### config.mk
export PLATFORM = sky130hd
export DESIGN_NAME = subservient_sram_arb
export DESIGN_NICKNAME = d
export VERILOG_FILES = /design/src/rtl/subservient_sram_arb.sv
export SDC_FILE = /design/constraint.sdc
export NUM_CORES = 1
export LEC_CHECK = 0
export BUFFER_PORTS_ARGS = -buffer_cell sky130_fd_sc_hd__buf_2
export CORE_MARGIN = 3
export CORE_UTILIZATION = 41
export DETAILED_ROUTE_END_ITERATION = 16
export PLACE_DENSITY = 0.9
export SYNTH_ARGS = -nofsm -noshare
export SYNTH_HDL_FRONTEND = slang
export SYNTH_SLANG_ARGS = --single-unit
export TNS_END_PERCENT = 100
### constraint.sdc
create_clock -name i_clk -period 2.11 [get_ports i_clk]
set_input_delay 0.1055 -clock i_clk [delete_from_list [all_inputs] [get_ports i_clk]]
set_output_delay 0.1055 -clock i_clk [all_outputs]
set_load 0.05 [all_outputs]
### src/rtl/subservient_sram_arb.sv
// subservient_sram_arb
// Shares a byte-wide SRAM between the subservient core and a 32-bit Wishbone
// host. The SRAM has one write port and one read port. The core always has
// priority on each port, and its 1-cycle SRAM timing is never stalled. A host
// word access is split into four byte slots. Each slot runs in a cycle where
// the core leaves the matching port idle.
//
// Ports
//   i_clk, i_rst_n              clock, synchronous active-low reset
//   i_cpu_w*/i_cpu_r*           core write/read strobes, addresses and data
//   o_cpu_rdata                 core read data (SRAM data passed through)
//   i_wb_*                      Wishbone host request
//   o_wb_rdt, o_wb_ack          host read data and 1-cycle ack
//   o_sram_*                    SRAM write/read port controls
//   i_sram_rdata                SRAM read data, valid the cycle after ren
module subservient_sram_arb #(
  parameter int memsize = 512,
  parameter int aw      = $clog2(memsize)
) (
  input  logic          i_clk,
  input  logic          i_rst_n,
  input  logic [aw-1:0] i_cpu_waddr,
  input  logic [7:0]    i_cpu_wdata,
  input  logic          i_cpu_wen,
  input  logic [aw-1:0] i_cpu_raddr,
  input  logic          i_cpu_ren,
  output logic [7:0]    o_cpu_rdata,
  input  logic [31:0]   i_wb_adr,
  input  logic [31:0]   i_wb_dat,
  input  logic [3:0]    i_wb_sel,
  input  logic          i_wb_we,
  input  logic          i_wb_stb,
  input  logic          i_wb_cyc,
  output logic [31:0]   o_wb_rdt,
  output logic          o_wb_ack,
  output logic [aw-1:0] o_sram_waddr,
  output logic [7:0]    o_sram_wdata,
  output logic          o_sram_wen,
  output logic [aw-1:0] o_sram_raddr,
  output logic          o_sram_ren,
  input  logic [7:0]    i_sram_rdata
);

  typedef enum logic [1:0] {S_IDLE, S_WR, S_RD, S_ACK} state_t;

  state_t      r_state, w_state_nxt;
  logic [1:0]  r_lane, w_lane_nxt;
  logic [1:0]  r_rd_lane, w_rd_lane_nxt;
  logic        r_rd_pend, w_rd_pend_nxt;
  logic        r_rd_last, w_rd_last_nxt;   // all four read slots issued
  logic [31:0] r_rdt;

  logic [aw-1:0] w_slot_addr;
  logic          w_host_wslot;
  logic          w_host_rslot;
  logic          w_capture;

  assign w_slot_addr = {i_wb_adr[aw-1:2], r_lane};

  // Host slots are suppressed as soon as cyc drops so an aborted transfer
  // touches no further bytes, and also while reset is asserted.
  assign w_host_wslot = i_rst_n & i_wb_cyc & (r_state == S_WR) & ~i_cpu_wen;
  assign w_host_rslot = i_rst_n & i_wb_cyc & (r_state == S_RD) & ~r_rd_last & ~i_cpu_ren;
  // A pending byte is discarded on abort.
  assign w_capture    = r_rd_pend & i_wb_cyc & (r_state == S_RD);

  always_ff @(posedge i_clk) begin
    if (!i_rst_n) begin
      r_state   <= S_IDLE;
      r_lane    <= 2'd0;
      r_rd_lane <= 2'd0;
      r_rd_pend <= 1'b0;
      r_rd_last <= 1'b0;
      r_rdt     <= 32'd0;
    end else begin
      r_state   <= w_state_nxt;
      r_lane    <= w_lane_nxt;
      r_rd_lane <= w_rd_lane_nxt;
      r_rd_pend <= w_rd_pend_nxt;
      r_rd_last <= w_rd_last_nxt;
      if (w_capture) r_rdt[8*r_rd_lane +: 8] <= i_sram_rdata;
    end
  end

  always_comb begin
    w_state_nxt   = r_state;
    w_lane_nxt    = r_lane;
    w_rd_lane_nxt = r_rd_lane;
    w_rd_pend_nxt = 1'b0;
    w_rd_last_nxt = r_rd_last;
    case (r_state)
      S_IDLE: begin
        w_rd_last_nxt = 1'b0;
        if (i_wb_cyc && i_wb_stb) begin
          w_state_nxt = i_wb_we ? S_WR : S_RD;
          w_lane_nxt  = 2'd0;
        end
      end
      S_WR: begin
        if (!i_wb_cyc) begin
          w_state_nxt = S_IDLE;
        end else if (w_host_wslot) begin
          w_lane_nxt = r_lane + 2'd1;
          if (r_lane == 2'd3) w_state_nxt = S_ACK;
        end
      end
      S_RD: begin
        if (!i_wb_cyc) begin
          w_state_nxt = S_IDLE;
        end else if (w_host_rslot) begin
          w_rd_pend_nxt = 1'b1;
          w_rd_lane_nxt = r_lane;
          w_lane_nxt    = r_lane + 2'd1;
          if (r_lane == 2'd3) w_rd_last_nxt = 1'b1;
        end else if (r_rd_last && r_rd_pend) begin
          // The last byte is captured on this edge.
          w_state_nxt = S_ACK;
        end
      end
      default: begin
        w_state_nxt = S_IDLE;
      end
    endcase
  end

  always_comb begin
    o_sram_wen   = i_cpu_wen | (w_host_wslot & i_wb_sel[r_lane]);
    o_sram_waddr = i_cpu_wen ? i_cpu_waddr : w_slot_addr;
    o_sram_wdata = i_cpu_wen ? i_cpu_wdata : i_wb_dat[8*r_lane +: 8];
    o_sram_ren   = i_cpu_ren | w_host_rslot;
    o_sram_raddr = i_cpu_ren ? i_cpu_raddr : w_slot_addr;
    o_cpu_rdata  = i_sram_rdata;
    o_wb_ack     = (r_state == S_ACK);
    o_wb_rdt     = r_rdt;
  end

endmodule

# After elaboration in Yosys (flattened, before gate mapping)
# Cells that the tools add are included.
# W data, S select, Z words.
dict set report totals {
  in_bits 109
  word_cells 76
  register_bits 40
  output_inout_bits 69
}
dict set report classes {
  bitwise_logic 14
  eq_ne 14
  mux 26
  shifts 3
  n_reduce_logical 10
  add_sub_neg 2
  order_cmp 1
}
# op n
set op_table {}
lappend op_table {{$neg A5 Y34} 1}
lappend op_table {{$shift A8 B34 Y32 const A} 1}
lappend op_table {{$shiftx A8 B34 Y32} 1}
lappend op_table {{$bwmux W32} 1}
lappend op_table {{$shiftx A32 B6 Y8} 1}
lappend op_table {{$mux W2} 13}
lappend op_table {{$mux W9} 2}
lappend op_table {{$pmux W2 S3} 2}
lappend op_table {{$ne A2 B2 Y1 const B} 5}
lappend op_table {{$and A1 B1 Y1} 9}
lappend op_table {{$mux W8} 1}
lappend op_table {{$eq A2 B2 Y1 const B} 3}
lappend op_table {{$ne A3 B2 Y1 const B} 2}
lappend op_table {{$ne A3 B3 Y1 const B} 2}
lappend op_table {{$reduce_and A3 Y1} 2}
lappend op_table {{$reduce_and A6 Y1} 1}
lappend op_table {{$mux W1} 5}
lappend op_table {{$reduce_and A5 Y1} 1}
lappend op_table {{$reduce_and A4 Y1} 1}
lappend op_table {{$lt A2 B3 Y1 const B} 1}
lappend op_table {{$not A1 Y1} 3}
lappend op_table {{$reduce_bool A3 Y1} 1}
lappend op_table {{$add A2 B1 Y2 const B} 1}
lappend op_table {{$bmux W1 S2} 1}
lappend op_table {{other kinds (7)} 9}

# Depth between registers and ports, before layout
# Gate-level depths: netlist of run 1.
dict set report logic_depth {
  word_depth 7
  mapped_depth 8
  ltp_nobuf 6
}

# Worst setup path before layout of run 1
# Ideal clock, no wire load.
dict set report synth_timing {
  path_kind {register -> register}
  startpoint {reg r_rd_lane[0]}
  endpoint {reg r_rdt[16] (netlist: o_wb_rdt[16])}
  arrival_time_ns 1.496
  n_path_buf 0
  setup_ns 0.076
  path_slack_ns 0.538
  period_less_slack_ns 1.572
  path_stages_with_launch 6
  t_required_ns 2.034
  cell_sequence {dfxtp_1 > inv_1 > ha_1 > nor3b_2 > nand3_1 > a21boi_0}
}
dict set report synth_between {
  elab_chain_cells 3
  word_cells_on_any_way 4
  classes_between {add/sub (1); shift (2); mux (1)}
}
# element line
set synth_rtl {}
lappend synth_rtl {{start, declared} 48} ;# logic [1:0] r_rd_lane, w_rd_lane_nxt;
lappend synth_rtl {{start signal, assigned} 78} ;# r_rd_lane <= w_rd_lane_nxt;
lappend synth_rtl {{$neg A5 Y34 (*)} 81} ;# if (w_capture) r_rdt[8*r_rd_lane +: 8] <= i_sram_rdata;
lappend synth_rtl {{$shiftx A8 B34 Y32 or $shift A8 B34 Y32 (tied branches)} 81}
lappend synth_rtl {{$bwmux W32 (*)} 81}
lappend synth_rtl {{end signal, assigned by index} 81}
lappend synth_rtl {{end, declared} 51} ;# logic [31:0] r_rdt;
# Every way passes the cells marked *; elsewhere a longest branch is shown, timed or not.
# A chain may end at the register's enable or synchronous reset.

# Worst setup path in the final report of run 1
dict set report layout_timing {
  startpoint {reg r_lane[0]}
  endpoint {out o_sram_wdata[7]}
}
dict set report layout_between {
  elab_chain_cells 2
}
# element line
set layout_rtl {}
lappend layout_rtl {{start, declared} 47} ;# logic [1:0] r_lane, w_lane_nxt;
lappend layout_rtl {{start signal, assigned} 77} ;# r_lane <= w_lane_nxt;
lappend layout_rtl {{$shiftx A32 B6 Y8} 129} ;# o_sram_wdata = i_cpu_wen ? i_cpu_wdata : i_wb_dat[8*r_lane +: 8];
lappend layout_rtl {{$mux W8} 129}
lappend layout_rtl {{end, declared} 37} ;# output logic [7:0] o_sram_wdata,
# No other way between the ends.

==> results of run 1 <==
report_power, final:
| part | switching (mW) | internal [mW] |
|---|---|---|
| Combinational | 0.575 | 0.387 |
| Clock | 0.261 | 0.351 |
| Sequential | 0.0258 | 0.781 |
| Total | 0.862 | 1.52 |
final cells by class:
type / instances / area share [%]
Multi-Input combinational cell: 192 / 45.3
Inverter: 5 / 0.568
Clock buffer: 6 / 2.20
Tap cell: 72 / 2.73
Timing Repair Buffer: 156 / 23.9
Sequential cell: 40 / 24.2
Clock inverter: 2 / 1.06
metal layers:
metal | vias up | wire [um] | track usage (%)
li1 | 1198 | - | -
met1 | 1122 | 2720 | 22.2
met2 | 124 | 3620 | 35.7
met3 | 13 | 600 | 4.34
met4 | 0 | 131 | 5.99
met5 | - | 0 | 0
logic make-up (layout without fill, tap and decap cells):
| family | after synthesis | count (layout) | synth area share (%) |
|---|---|---|---|
| buffers and inverters | 29 | 169 | 7.46 |
| adders and majority gates | 10 | 10 | 5.04 |
| and+or+nand+nor | 99 | 99 | 19.7 |
| AOI/OAI and AO/OA | 43 | 43 | 12.9 |
| DFF | 40 | 40 | 32.3 |
| muxes | 40 | 40 | 22.6 |
synth_stat cells, types with 3 or more instances:
library cell	n	share of area, %
o21ai_0	3	0.60
inv_1	5	0.76
mux2_2	26	12
nor3b_2	3	1.5
mux4_2	5	4.5
mux2i_1	5	2.0
mux4_1	4	4.2
clkbuf_1	4	0.60
buf_4	13	3.9
nand2_1	44	6.7
nor2b_1	3	0.76
a21boi_0	26	7.9
ha_1	10	5.0
a21boi_1	9	2.7
and2_1	6	1.5
dfxtp_1	40	32
nand3_1	34	6.9
buf_2	3	0.60
stage by stage:
| stage | instances | setup WS [ns] | hold slack, ns | utilization (%) | total power [mW] |
|---|---|---|---|---|---|
| floorplan | 261 | 0.538 | 0.223 | - | 1.59 |
| global placement | 465 | 0.356 | 0.428 | 56.3 | 1.76 |
| detailed placement | 465 | 0.262 | 0.437 | 56.3 | 1.79 |
| CTS | 473 | 0.0750 | 0.121 | 58.2 | 2.40 |
| global route | 473 | 0.0215 | 0.133 | 58.2 | 2.50 |
| finish | 473 | 0.117 | 0.125 | 58.2 | 2.38 |
worst max path at each step:
stage                            start              end  slack (ns)  cells after the start
after floorplan           r_rd_lane[0]     o_wb_rdt[16]        0.54                      5
after global placement    r_rd_lane[0]      o_wb_rdt[8]        0.36                      5
after detailed placement  r_rd_lane[0]     o_wb_rdt[27]        0.26                      5
after CTS                    r_lane[0]  o_sram_wdata[7]        0.07                      4
after global routing         r_lane[0]  o_sram_wdata[7]        0.02                      4
final                        r_lane[0]  o_sram_wdata[7]        0.12                      4
cell usage in the layout (no fill, tap or decap), drive strengths merged, types with 2 or more instances in the layout:
master / count
nor3b: 3
inv: 5
mux4: 9
and2: 6
buf: 156
nor2: 2
a21boi: 35
o21ai: 3
nand3b: 2
nand2b: 2
ha: 10
dfxtp: 40
a21oi: 2
mux2i: 5
nand2: 44
nor2b: 3
nand3: 34
mux2: 26
clkbuf: 6
worst max-delay path, stage by stage (launching register included):
cell and delay, ns:
dfxtp_1 0.34, buf_4 0.21, mux4_1 0.57, mux2_2 0.27
buf_2 0.21
sequential cells by signal (all words and copies together), names as in the netlist:
register / count
r_state: 2
o_wb_rdt: 32
r_lane: 2
r_rd_last: 1
r_rd_lane: 2
r_rd_pend: 1
==> results.py, run 1 <==
metrics = {
    "min_path": {
        "holdCritStartpoint": "i_sram_rdata[6]",
        "hold_depth": 3,
        "hp-class": "input pin to flop",
        "hold_end": "o_wb_rdt[22]",
    },
    "clock_tree": {
        "htreeDepth": 2,
        "cts_made_buffers": 5,
        "cts.clk_slew.worst_paths_ns": 0.08,
        "cts-root-buf": "clkbuf_8",
        "hold_buffers": 0,
        "cts.path.max_buffers": 2,
        "cts_setup_buffers": 0,
        "cts_tree": "done",
        "clk_latency_ns": 0.30,
        "cts_resized": 0,
        "clock-sinks": 40,
    },
    "drt": {
        "firstDrtPassIters": 4,
        "num_vias": 2457,
        "routed_via_density": 5.19,
        "drt_iter0_markers": 117,
        "wl_um": 7070,
        "route.detailed.drc": 0,
        "wl_per_cell_um": 15.0,
        "antenna_left": 0,
    },
    "timing": {
        "max_freq_mhz": 502,
        "fin_crit_sh_pct": 94.5,
        "finalSetupTns_ns": 0,
        "slew_headroom_pct": 66.1,
        "final.min_clock_period_ns": 1.99,
        "rsz0062_at_grt": "false",
        "setup_viol": 0,
        "tightestPinTransition_ns": 0.505,
        "slew_viol_final": 0,
        "clock_skew_ns": 0.0107,
        "hold_viol_final": 0,
    },
    "floorplanning": {
        "start_util_pct": 43.7,
        "die_x_um": 83.8,
        "fp.coreArea_mm2": 0.00568,
        "io_pins": 178,
        "row_count": 27,
        "fp.dieH_um": 83.8,
        "die-area_mm2": 0.00702,
    },
    "synthesis": {
        "synth_edf_count": 0,
        "syn_nets": 380,
        "synth.avg_cell_area_um2": 9.51,
        "yosysWarnings": 0,
        "syn-cell-area_mm2": 0.00248,
        "synth.distinct_cells": 31,
        "ys_ff_latch": 40,
        "ys.flop_type": "dfxtp_1",
        "async_reset_ff_share_pct": 0,
        "synthCells": 261,
        "ys_seq_area_share_pct": 32.3,
    },
    "finish": {
        "drive_gt1_share_pct": 49.6,
        "fillCellCount": 514,
        "n_antenna_cell": 0,
        "regArea_um2": 801,
        "nets": 519,
        "syn_to_final_growth_pct": 33.1,
        "multi_input_area_mm2": 0.00150,
        "final_area_mm2": 0.00330,
    },
    "critical_path": {
        "r2r-start": "r_rd_lane[0]",
        "worst-r2r-setup-slack_ns": 0.24,
        "cp-end-kind": "output port",
        "reg2reg_depth": 5,
        "path_class": "flop to output port",
        "worst_ep_required_time_ns": 2.00,
        "worstPathArrival_ns": 1.89,
        "r2r_end": "o_wb_rdt[20]",
        "cp-start-kind": "flop",
        "crit_path_max_fanout": 12,
    },
    "place": {
        "placed_area_mm2": 0.00320,
        "hpwlAfterDp_um": 5720,
        "place_congestion": 0.787,
        "io_buffers": 152,
    },
    "grt": {
        "grt-ovfl-total": 0,
        "grt_use_total_pct": 19.4,
        "grt_start_max_net_pins": 27,
        "antenna_found_initial": 0,
        "grt_first_pass_wirelength_um": 11300,
        "grt_pass1_vias": 2460,
    },
    "flow_run": {
        "max-cap-violations": 0,
    },
    "pwr": {
        "p_per_area_mw_per_mm2": 721,
        "peakVddDrop_v": 0.000396,
        "leakagePower_nw": 1.51,
    },
    "outcome": {
        "status": "finished, final reports clean",
    },
}
Note: power is estimated with default switching activity, not from simulation.
==> inputs of run 2 (changes only) <==
--- a/config.mk
+++ b/config.mk
@@ -6,6 +6,7 @@
 export NUM_CORES = 1
 export LEC_CHECK = 0
 export BUFFER_PORTS_ARGS = -buffer_cell sky130_fd_sc_hd__buf_2
+export CORE_ASPECT_RATIO = 0.9
 export CORE_MARGIN = 3
 export CORE_UTILIZATION = 41
 export DETAILED_ROUTE_END_ITERATION = 16
==> run 2 against run 1 <==
  * Combinational power up 0.7%
  * First-iteration DRC count decreased by 23%
  * Via count decreased by 2.0%
  * Final area decreased by 1.1%
  * Clock-buffer cell count unchanged
  * Sequential power barely moved
  * Non-clock buffer count down 1
  * Critical path depth unchanged
  * Clock power down 24%
  * Flip-flop and latch count did not move
==> results.py, run 2 (same netlist as run 1, synthesis figures left out) <==
metrics = {
    "clock_tree": {
        "clock-sinks": 40,
        "cts.clk_slew.worst_paths_ns": 0.07,
        "htreeDepth": 2,
        "clk_latency_ns": 0.28,
        "cts_tree": "done",
        "cts.path.max_buffers": 2,
        "cts-root-buf": "clkbuf_8",
        "cts_setup_buffers": 0,
        "cts_made_buffers": 5,
    },
    "floorplanning": {
        "die_x_um": 88,
        "io_pins": 178,
        "die-area_mm2": 0.00702,
        "start_util_pct": 43.1,
        "fp.dieH_um": 79.8,
        "row_count": 26,
        "fp.coreArea_mm2": 0.00576,
    },
    "critical_path": {
        "cp-end-kind": "output port",
        "worst_ep_required_time_ns": 2.00,
        "cp_top_family": "multiplexers",
        "cp-start-kind": "flop",
        "slowest_delay_ns": 0.58,
        "cp_slowest_cell": "mux4_1",
        "r2r-start": "r_rd_lane[0]",
        "path_cells": "buf_6, mux4_1, mux2_2, buf_2",
        "worstPathArrival_ns": 1.86,
        "path_buf_inv": 2,
        "path_class": "flop to output port",
        "worst-r2r-setup-slack_ns": 0.26,
        "setup.worst_path.start": "r_lane[0]",
        "crit_path_max_fanout": 15,
    },
    "pwr": {
        "peakVddDrop_v": 0.000399,
        "seqPwrFrac_pct": 36.0,
        "p_comb_share_pct": 43.3,
        "leakagePower_nw": 1.49,
        "p_sw_share_pct": 37.9,
        "p_int_mw": 1.39,
        "clkPwrFrac_pct": 20.7,
        "p_sw_uw": 848,
        "power_mw": 2.24,
        "p_per_area_mw_per_mm2": 685,
    },
    "drt": {
        "firstDrtPassIters": 5,
        "wl_per_cell_um": 15.6,
        "route.detailed.drc": 0,
        "antenna_left": 0,
        "wl_um": 7290,
        "drt_iter0_markers": 90,
        "routed_via_density": 5.14,
        "num_vias": 2409,
    },
    "grt": {
        "grt_pass1_vias": 2249,
        "grt-ovfl-total": 0,
        "antenna_found_initial": 0,
        "grt_first_pass_wirelength_um": 10900,
        "grt_use_total_pct": 19.8,
        "grt_start_max_net_pins": 40,
    },
    "place": {
        "hpwlAfterDp_um": 5840,
        "io_buffers": 152,
        "place_congestion": 0.868,
    },
    "finish": {
        "utilization_pct": 56.7,
        "nets": 518,
        "final_common_cell": "buf_2",
        "largest_reg_flops": 32,
        "drive_gt1_share_pct": 49.4,
        "n_antenna_cell": 0,
        "syn_to_final_growth_pct": 31.7,
        "fillCellCount": 529,
        "mostFrequentLayoutCells": "152 x buf_2, 44 x nand2_1, 40 x dfxtp_1, 34 x nand3_1",
    },
    "timing": {
        "tightestPinTransition_ns": 0.492,
        "max_freq_mhz": 509,
        "final.min_clock_period_ns": 1.96,
        "slew_headroom_pct": 67.0,
        "setup_viol": 0,
        "hold_viol_final": 0,
        "finalSetupTns_ns": 0,
        "fin_crit_sh_pct": 93.1,
        "clock_skew_ns": 0.00440,
        "slew_viol_final": 0,
        "rsz0062_at_grt": "true",
    },
    "flow_run": {
        "max-cap-violations": 0,
    },
    "min_path": {
        "hp-class": "input pin to flop",
        "holdCritStartpoint": "i_sram_rdata[0]",
    },
    "outcome": {
        "status": "finished, final reports clean",
    },
}
==> run 2: final cells by class <==
class / count / area (um2) / share of cell area (%)
clock inverters: 1 / 5.00 / 0.153
flip-flops and latches: 40 / 801 / 24.5
multi-input cells: 192 / 1500 / 45.8
clock buffers: 6 / 72.6 / 2.22
inverters: 5 / 18.8 / 0.574
well taps: 70 / 87.6 / 2.68
repair buffers: 155 / 787 / 24.1
==> run 2: path summary, 6_finish.rpt <==
kind	end	cells after the start
worst max-delay path	o_sram_wdata[1]	4
worst min-delay path	o_wb_rdt[24]	3
worst min register to register	o_wb_rdt[14]	2
worst max register to register	o_wb_rdt[12]	5
==> run 2: worst min-delay path: cells and delay by family <==
kind / cells / cell delay (ns)
AO/OA/AOI/OAI: 1 / 0.07
buffers and inverters: 1 / 0.14
AND/OR/NAND/NOR: 1 / 0.06
==> run 2: layer usage <==
layer	GRT usage, %	routed length [um]	vias to the layer above
met5	0	0	-
met4	4.29	23	0
met3	3.82	359	4
met1	27.9	3330	1151
li1	-	-	1191
met2	31.3	3580	63
==> run 2: stage by stage <==
step	hold slack, ns	area (um2)	setup WS, ns	cells
2_1_floorplan	0.223	2480	0.538	261
3_3_place_gp	0.418	3190	0.320	462
3_5_place_dp	0.428	3190	0.265	462
4_1_cts	0.121	3260	0.0867	469
5_1_grt	0.132	3270	-0.0160	469
6_report	0.134	3270	0.146	469
==> run 2: repair_timing <==
item                                    in CTS  in global routing
resized for setup                            0                  1
hold buffers                                 0                  0
endpoints found under the setup margin       0                  3
==> run 2: power groups by stage <==
stage	Clock (mW)	Sequential, mW	Combinational (mW)
after detailed placement	0	0.821	0.963
after CTS	0.485	0.803	0.965
final	0.464	0.805	0.969
after floorplan	0	0.820	0.768
after global placement	0	0.818	0.933
after global routing	0.519	0.809	1.04
==> inputs of run 3 (changes only) <==
--- a/config.mk
+++ b/config.mk
@@ -11,6 +11,7 @@
 export CORE_UTILIZATION = 41
 export DETAILED_ROUTE_END_ITERATION = 16
 export PLACE_DENSITY = 0.9
+export REMOVE_ABC_BUFFERS = 1
 export SYNTH_ARGS = -nofsm -noshare
 export SYNTH_HDL_FRONTEND = slang
 export SYNTH_SLANG_ARGS = --single-unit
==> run 3 against run 2 <==
  * Clock-buffer cell count unchanged
  * Combinational power decreased by 0.6%
  * Register-to-register slack got worse by 0.03 ns
  * Sequential share of layout area decreased by 0.14 points
  * Critical path type unchanged
==> results.py, run 3 (same netlist as run 1, synthesis figures left out) <==
metrics = {
    "outcome": {
        "status": "finished, final reports clean",
    },
    "timing": {
        "rsz0062_at_grt": "false",
        "slew_headroom_pct": 68.4,
        "finalSetupTns_ns": 0,
        "max_freq_mhz": 493,
        "fin_crit_sh_pct": 96.1,
        "setup_slack_ns": 0.0828,
        "hold_viol_final": 0,
        "setup_viol": 0,
        "holdWs_ns": 0.125,
        "final.min_clock_period_ns": 2.03,
        "slew_viol_final": 0,
        "tightestPinTransition_ns": 0.472,
        "clock_skew_ns": 0.00167,
    },
    "finish": {
        "final_common_cell": "buf_2",
        "largest_reg_flops": 32,
        "syn_to_final_growth_pct": 32.4,
        "nets": 519,
        "utilization_pct": 57.1,
        "mostFrequentLayoutCells": "152 x buf_2, 44 x nand2_1, 40 x dfxtp_1, 34 x nand3_1",
        "n_antenna_cell": 0,
        "drive_gt1_share_pct": 49.9,
    },
    "critical_path": {
        "cp_top_family": "multiplexers",
        "worstPathArrival_ns": 1.92,
        "slowest_delay_ns": 0.61,
        "worst_ep_required_time_ns": 2.00,
        "cp-end-kind": "output port",
        "path_cells": "buf_4, mux4_1, a41o_1, buf_2",
        "cp_slowest_cell": "mux4_1",
        "path_class": "flop to output port",
        "crit_path_max_fanout": 13,
        "cp-start-kind": "flop",
        "path_buf_inv": 2,
    },
    "place": {
        "place_congestion": 0.823,
        "place_ws_ns": 0.246,
        "hpwlAfterDp_um": 5970,
        "io_buffers": 152,
    },
    "pwr": {
        "peakVddDrop_v": 0.000529,
        "leakagePower_nw": 1.50,
        "power_mw": 2.30,
        "p_per_area_mw_per_mm2": 699,
    },
    "clock_tree": {
        "cts-root-buf": "clkbuf_8",
        "cts_made_buffers": 5,
        "cts.clk_slew.worst_paths_ns": 0.07,
        "clock-sinks": 40,
        "htreeDepth": 2,
        "cts_tree": "done",
        "cts_setup_buffers": 0,
        "cts_resized": 0,
        "hold_buffers": 0,
        "clk_latency_ns": 0.30,
        "cts.path.max_buffers": 2,
    },
    "floorplanning": {
        "io_pins": 178,
        "die_x_um": 88,
        "fp.coreArea_mm2": 0.00576,
        "fp.dieH_um": 79.8,
        "start_util_pct": 43.1,
        "row_count": 26,
        "die-area_mm2": 0.00702,
    },
    "drt": {
        "route.detailed.drc": 0,
        "firstDrtPassIters": 4,
        "routed_via_density": 5.26,
        "antenna_left": 0,
        "wl_per_cell_um": 15.3,
        "wl_um": 7220,
        "drt_iter0_markers": 66,
        "num_vias": 2478,
    },
    "grt": {
        "grt-ovfl-total": 0,
        "grt_pass1_vias": 2486,
        "grt_use_total_pct": 20.9,
        "grt_first_pass_wirelength_um": 11300,
        "antenna_found_initial": 0,
        "grt_start_max_net_pins": 27,
    },
    "flow_run": {
        "max-cap-violations": 0,
    },
    "min_path": {
        "hp-class": "input pin to flop",
    },
}
run 3: path summary, 6_finish.rpt:
kind	startpoint	endpoint	slack (ns)	cells past startpoint
max	r_lane[0]	o_sram_wen	0.08	4
min	i_sram_rdata[1]	o_wb_rdt[9]	0.13	3
min reg2reg	o_wb_rdt[11]	o_wb_rdt[11]	0.45	2
max reg2reg	r_rd_lane[0]	o_wb_rdt[0]	0.23	5
run 3: worst min-delay path, cell delays in order:
cell and delay, ns:
buf_2 0.14, nand3_1 0.07, a21boi_1 0.06
run 3: layer usage:
metal,up-vias,global-route usage [%],wire length [um]
li1,1200,-,-
met2,118,38.0,3850
met1,1138,22.0,2570
met3,22,5.99,529
met4,0,9.66,269
met5,-,0,0
run 3: area by class of cell:
class	count	area, um2
fillers	512	2470
multi-input cells	192	1500
repair buffers	156	791
clock inverters	2	10.0
inverters	5	18.8
well taps	70	87.6
clock buffers	6	82.6
flip-flops and latches	40	801
run 3: through the flow:
step / instances / instance area, um2
2_1_floorplan: 237 / 2310
3_3_place_gp: 463 / 3190
3_5_place_dp: 463 / 3190
4_1_cts: 471 / 3290
5_1_grt: 471 / 3290
6_report: 471 / 3290
run 3: where the power goes:
| group | total [mW] | switching (mW) | internal (mW) |
|---|---|---|---|
| sequential | 0.803 | 0.0220 | 0.781 |
| clock | 0.530 | 0.269 | 0.261 |
| combinational | 0.963 | 0.576 | 0.386 |
| total | 2.30 | 0.867 | 1.43 |
